[src/rtl/q_pkg.sv]
// rtl/q_pkg.sv - shared constants, clog2 and the Q = X*T + N result function.
// Optional feature macro: Q_SAT_EN (saturate instead of wrap on overflow).
package q_pkg;

  localparam int unsigned W_DEF     = 32;
  localparam int unsigned DEPTH_DEF = 4;
  localparam int unsigned W_MAX     = 64;

  function automatic int clog2(input int unsigned v);
    int r;
    r = 0;
    for (int i = 0; i < 32; i++) begin
      if ((64'd1 << i) < 64'(v)) r = i + 1;
    end
    return r;
  endfunction

  // Operands arrive zero-extended to W_MAX; w is the live operand width.
  // The wrap build only needs the sum modulo 2^W_MAX, which already holds the low w bits.
`ifdef Q_SAT_EN
  localparam int unsigned SUM_W = 2 * W_MAX + 1;
`else
  localparam int unsigned SUM_W = W_MAX;
`endif

  function automatic logic [W_MAX-1:0] q_f(input logic [W_MAX-1:0] x,
                                           input logic [W_MAX-1:0] t,
                                           input logic [W_MAX-1:0] n,
                                           input int unsigned      w);
    logic [SUM_W-1:0] sum;
    logic [W_MAX-1:0] mask;
    logic [W_MAX-1:0] res;
    sum  = SUM_W'(x) * SUM_W'(t) + SUM_W'(n);
    mask = (w >= W_MAX) ? '1 : ((W_MAX'(1) << w) - W_MAX'(1));
    res  = sum[W_MAX-1:0] & mask;
`ifdef Q_SAT_EN
    if ((sum >> w) != '0) res = mask;
`endif
    return res;
  endfunction

endpackage

[src/rtl/q_sync_fifo.sv]
// rtl/q_sync_fifo.sv - DEPTH-entry operand FIFO with wrap-bit pointers.
// A push is refused while full, even when a pop happens on the same edge.
module q_sync_fifo
  import q_pkg::*;
#(
  parameter int unsigned W     = W_DEF,
  parameter int unsigned DEPTH = DEPTH_DEF
) (
  input  logic         aclk,
  input  logic         aresetn,
  input  logic         push,
  input  logic [W-1:0] din,
  output logic         full,
  input  logic         pop,
  output logic [W-1:0] dout,
  output logic         empty
);

  localparam int AW = clog2(DEPTH);

  logic [W-1:0] mem [DEPTH];
  logic [AW:0]  wr_ptr;
  logic [AW:0]  rd_ptr;

  assign full  = (wr_ptr[AW] != rd_ptr[AW]) && (wr_ptr[AW-1:0] == rd_ptr[AW-1:0]);
  assign empty = (wr_ptr == rd_ptr);
  assign dout  = mem[rd_ptr[AW-1:0]];

  always_ff @(posedge aclk or negedge aresetn) begin
    if (!aresetn) begin
      wr_ptr <= '0;
      rd_ptr <= '0;
    end else begin
      if (push && !full) wr_ptr <= wr_ptr + (AW+1)'(1);
      if (pop && !empty) rd_ptr <= rd_ptr + (AW+1)'(1);
    end
  end

  always_ff @(posedge aclk) begin
    if (push && !full) mem[wr_ptr[AW-1:0]] <= din;
  end

endmodule

[src/rtl/q_mac_stream.sv]
// rtl/q_mac_stream.sv - Q = X*T + N stream block: X/T FIFOs, sticky N, registered Q.
// Optional feature macro: Q_SAT_EN (saturating result, same handshake timing).
module q_mac_stream
  import q_pkg::*;
#(
  parameter int unsigned W     = W_DEF,
  parameter int unsigned DEPTH = DEPTH_DEF
) (
  input  logic         aclk,
  input  logic         aresetn,
  input  logic [W-1:0] N,
  input  logic         N_valid,
  output logic         N_ready,
  input  logic [W-1:0] X,
  input  logic         X_valid,
  output logic         X_ready,
  input  logic [W-1:0] T,
  input  logic         T_valid,
  output logic         T_ready,
  output logic [W-1:0] Q,
  output logic         Q_valid,
  input  logic         Q_ready
);

  logic         x_full, x_empty, t_full, t_empty;
  logic [W-1:0] x_head, t_head;
  logic [W-1:0] n_reg;
  logic         fire;

  // Readies depend only on reset and FIFO state, never on the matching valid.
  assign N_ready = aresetn;
  assign X_ready = aresetn && !x_full;
  assign T_ready = aresetn && !t_full;
  assign fire    = !x_empty && !t_empty && (!Q_valid || Q_ready);

  q_sync_fifo #(.W(W), .DEPTH(DEPTH)) u_x_fifo (
    .aclk    (aclk),
    .aresetn (aresetn),
    .push    (X_valid && X_ready),
    .din     (X),
    .full    (x_full),
    .pop     (fire),
    .dout    (x_head),
    .empty   (x_empty)
  );

  q_sync_fifo #(.W(W), .DEPTH(DEPTH)) u_t_fifo (
    .aclk    (aclk),
    .aresetn (aresetn),
    .push    (T_valid && T_ready),
    .din     (T),
    .full    (t_full),
    .pop     (fire),
    .dout    (t_head),
    .empty   (t_empty)
  );

  // A fire on the same edge as an N load still sees the old n_reg.
  always_ff @(posedge aclk or negedge aresetn) begin
    if (!aresetn) begin
      n_reg   <= '0;
      Q       <= '0;
      Q_valid <= 1'b0;
    end else begin
      if (N_valid) n_reg <= N;
      if (fire) begin
        Q       <= W'(q_f(W_MAX'(x_head), W_MAX'(t_head), W_MAX'(n_reg), W));
        Q_valid <= 1'b1;
      end else if (Q_ready) begin
        Q_valid <= 1'b0;
      end
    end
  end

endmodule
[config.mk]
export PLATFORM = sky130hd
export DESIGN_NAME = q_mac_stream
export DESIGN_NICKNAME = d
export VERILOG_FILES = /design/src/rtl/q_pkg.sv /design/src/rtl/q_sync_fifo.sv /design/src/rtl/q_mac_stream.sv
export SDC_FILE = /design/constraint.sdc
export NUM_CORES = 2
export LEC_CHECK = 0
export ABC_AREA = 0
export CORE_MARGIN = 10
export CORE_UTILIZATION = 45
export DETAILED_ROUTE_END_ITERATION = 6
export HOLD_SLACK_MARGIN = 0.1
export MAX_ROUTING_LAYER = met4
export PLACE_DENSITY = 0.67
export SKIP_CTS_REPAIR_TIMING = 1
export SLEW_MARGIN = 20
export SYNTH_ARGS = -nofsm -noshare
export SYNTH_HDL_FRONTEND = slang
export SYNTH_HIERARCHICAL = 1
export SYNTH_SLANG_ARGS = --single-unit
export TNS_END_PERCENT = 5
[constraint.sdc]
create_clock -name aclk -period 10.3 [get_ports aclk]
set_clock_uncertainty 0.15 [all_clocks]
set_input_delay 2.06 -clock aclk [delete_from_list [all_inputs] [get_ports aclk]]
set_output_delay 2.06 -clock aclk [all_outputs]
set_load 0.005 [all_outputs]
==> impl_metrics.prom <==
# TYPE chip_impl_metric gauge
chip_impl_info{name="kind_of_critical_path",value="reg -> reg"} 1
chip_impl_metric{name="detail_route.wirelength",unit="um"} 73700
chip_impl_metric{name="clk_path_buf_depth",unit=""} 3
chip_impl_metric{name="drt-vias-per-instance",unit=""} 5.20
chip_impl_metric{name="buffer_ports.inserted",unit=""} 137
chip_impl_metric{name="synth_cell_type_count",unit=""} 57
chip_impl_metric{name="layout-drive-gt1-share",unit="%"} 6.46
chip_impl_metric{name="dpl_worst_slack",unit="ns"} 1.65
chip_impl_metric{name="detailedRoute.firstIterationViolations",unit=""} 1174
chip_impl_info{name="end_kind",value="flop"} 1
chip_impl_metric{name="max_cap_viol_count",unit=""} 0
chip_impl_metric{name="global_route.overflow_total",unit=""} 0
chip_impl_info{name="tritoncts",value="yes"} 1
chip_impl_metric{name="relSlewSlack",unit="%"} 38.1
chip_impl_metric{name="grt_first_pass_wirelength",unit="um"} 116000
chip_impl_metric{name="detail_route.drc_violations",unit=""} 0
chip_impl_metric{name="finalCriticalPeriod",unit="ns"} 8.65
chip_impl_metric{name="postSynthRegisterBits",unit=""} 333
chip_impl_metric{name="finalHoldViolations",unit=""} 0
chip_impl_metric{name="antenna_violations_before_repair",unit=""} 0
chip_impl_metric{name="clk_latency",unit="ns"} 0.57
chip_impl_metric{name="core_area",unit="mm2"} 0.0646
chip_impl_metric{name="final-instance-count-excl-fill",unit=""} 3474
chip_impl_metric{name="hpwlAfterDp",unit="um"} 55500
chip_impl_metric{name="worstPathArrival",unit="ns"} 8.96
chip_impl_info{name="start_kind",value="flop"} 1
chip_impl_metric{name="syn_area",unit="mm2"} 0.0294
chip_impl_metric{name="grt_max_degree",unit=""} 52
chip_impl_metric{name="floorplan.io_pins",unit=""} 138
chip_impl_metric{name="rows",unit=""} 93
chip_impl_metric{name="avgSynthCellArea",unit="um2"} 11.7
chip_impl_metric{name="synthesis.nets",unit=""} 3182
chip_impl_metric{name="worstMarginPinSlew",unit="ns"} 0.929
chip_impl_metric{name="totalNegativeSetupSlack",unit="ns"} 0
chip_impl_metric{name="timing.final.max_slew_violations",unit=""} 0
chip_impl_metric{name="ys_warn_count",unit=""} 6
chip_impl_metric{name="timing.reg2reg.setup_slack",unit="ns"} 1.65
chip_impl_metric{name="synth_edf_count",unit=""} 256
chip_impl_metric{name="grtUsageTotal",unit="%"} 20.6
chip_impl_metric{name="synth-seq-area-share",unit="%"} 32.7
chip_impl_metric{name="syn-instance-count",unit=""} 2508
chip_impl_metric{name="numCtsBuffers",unit=""} 37
chip_impl_info{name="rsz_0062_raised_after_global_routing",value="false"} 1
chip_impl_metric{name="htreeDepth",unit=""} 2
chip_impl_info{name="min-delay-path-class",value="reg -> reg"} 1
chip_impl_metric{name="grt_pass1_vias",unit=""} 20300
chip_impl_metric{name="routabilityCongestion",unit=""} 0.913
chip_impl_metric{name="area_growth",unit="%"} 11.3
chip_impl_metric{name="wl_per_cell",unit="um"} 21.2
chip_impl_metric{name="clkSlewWorstSetupHoldPaths",unit="ns"} 0.06
chip_impl_metric{name="postSynth.asyncResetShare",unit="%"} 23.1
chip_impl_info{name="cts-root-buf",value="clkbuf_16"} 1
chip_impl_metric{name="design.final.nets",unit=""} 3262
chip_impl_metric{name="cp.required",unit="ns"} 10.60
chip_impl_metric{name="fin_ws",unit="ns"} 1.65
chip_impl_metric{name="tritoncts_num_sinks",unit=""} 333
chip_impl_metric{name="maxClockFrequency",unit="GHz"} 0.116
chip_impl_metric{name="chipHeight",unit="um"} 276
chip_impl_info{name="synth_top_flop_cell",value="edfxtp_1"} 1
chip_impl_metric{name="finalSetupViolations",unit=""} 0
chip_impl_metric{name="postRouteAntennaNets",unit=""} 0
chip_impl_metric{name="start_util",unit="%"} 45.6
chip_impl_metric{name="critical_path.max_fanout",unit=""} 25
chip_impl_info{name="outcome",value="finished, final reports clean"} 1
chip_impl_metric{name="dr.pass1.iters",unit=""} 5
chip_impl_metric{name="die_area",unit="mm2"} 0.0760
chip_impl_metric{name="route.vias.total",unit=""} 18100
chip_impl_metric{name="chip_width",unit="um"} 276
chip_impl_metric{name="layout_worst_path_cycle_share",unit="%"} 84.0
chip_impl_metric{name="post-place-cells",unit=""} 3404
layout make-up:
cell class	instances	area [um2]
diodes	2	5.00
clock buffers	50	1030
clock inverters	18	176
fillers	5677	31800
inverters	493	1850
multi-input cells	1568	17500
flip-flops and latches	333	9620
well taps	855	1070
repair buffers	155	1500
synth_stat cells, types with 13 or more instances:
library cell  number  area share, %
inv_1            493            6.3
fa_1             438             30
and2_1           371            7.9
edfxtp_1         256             26
nand2_1          241            3.1
ha_1             134            5.7
clkbuf_1          94            1.2
dfrtp_1           77            6.6
xnor2_1           70            2.1
mux4_2            64            4.9
a21oi_1           33           0.56
o21ai_0           31           0.53
xor2_1            27           0.80
o21ai_1           18           0.31
mux2_2            14           0.54
o31ai_1           14           0.36
nor3_1            13           0.22
per-stage QoR:
stage / util (%) / hold slack [ns] / area, um2
after detailed placement: 48.8 / 0.311 / 31500
after global placement: 48.8 / 0.306 / 31500
after global routing: 50.7 / 0.343 / 32700
after floorplan: - / 0.313 / 29400
after CTS: 50.7 / 0.326 / 32700
final: 50.7 / 0.324 / 32800
final timing paths:
path | from | depth (start not counted) | endpoint
min in group asynchronous | aresetn | 2 | n_reg[4]
worst max-delay path | u_x_fifo/rd_ptr[0] | 24 | Q[29]
worst min-delay path | Q[4] | 2 | Q[4]
worst max register to register | u_x_fifo/rd_ptr[0] | 24 | Q[29]
max in group asynchronous | aresetn | 2 | n_reg[19]
worst min register to register | Q[4] | 2 | Q[4]
routing by layer:
layer,GRT usage [%],part of all wire [%],up-vias
li1,-,-,7971
met1,24.9,40,9475
met2,35.3,51,479
met3,2.46,4.6,140
met4,7.48,3.7,0
met5,-,0,-
cells in the final DEF, fill, tap and decap left out, drive strengths merged, types with 8 or more instances in the layout:
cell type,count
a211oi,8
a21o,12
a21oi,34
and2,371
and3,8
buf,20
clkbuf,50
clkdlybuf4s50,135
clkinv,9
dfrtp,77
edfxtp,256
fa,438
ha,134
inv,497
mux2,14
mux4,64
nand2,241
nor3,13
o21a,9
o21ai,49
o31ai,14
xnor2,70
xor2,29
worst max-delay path, stage by stage, from the launching register on:
cell,delay (ns)
dfrtp_2,0.92
mux4_2,0.86
and2_1,0.29
fa_1,0.56
fa_1,0.44
fa_1,0.51
inv_1,0.05
fa_1,0.47
inv_1,0.05
fa_1,0.49
inv_1,0.06
fa_1,0.52
inv_1,0.05
fa_1,0.47
inv_1,0.05
fa_1,0.47
inv_1,0.04
ha_1,0.37
a21oi_1,0.25
o21ai_0,0.13
a221oi_1,0.49
a21oi_1,0.21
nor3_1,0.26
xor2_1,0.28
o21ai_1,0.09
cell families (layout without fill, tap and decap cells):
logic type | after synthesis | in the layout | share of synthesized area [%]
AOI/OAI and AO/OA | 154 | 154 | 3.37
xor gates and xnor gates | 100 | 100 | 3.08
adders and majority gates | 572 | 572 | 35.5
buffers and inverters | 607 | 716 | 7.93
DFF | 333 | 333 | 32.7
muxes | 80 | 80 | 5.50
other | 0 | 2 | 0
and+or+nand+nor | 662 | 662 | 11.9
Power is left out: the tool's default activity adds up to more than one toggle a clock period on the data nets, which glitch-free logic cannot reach.
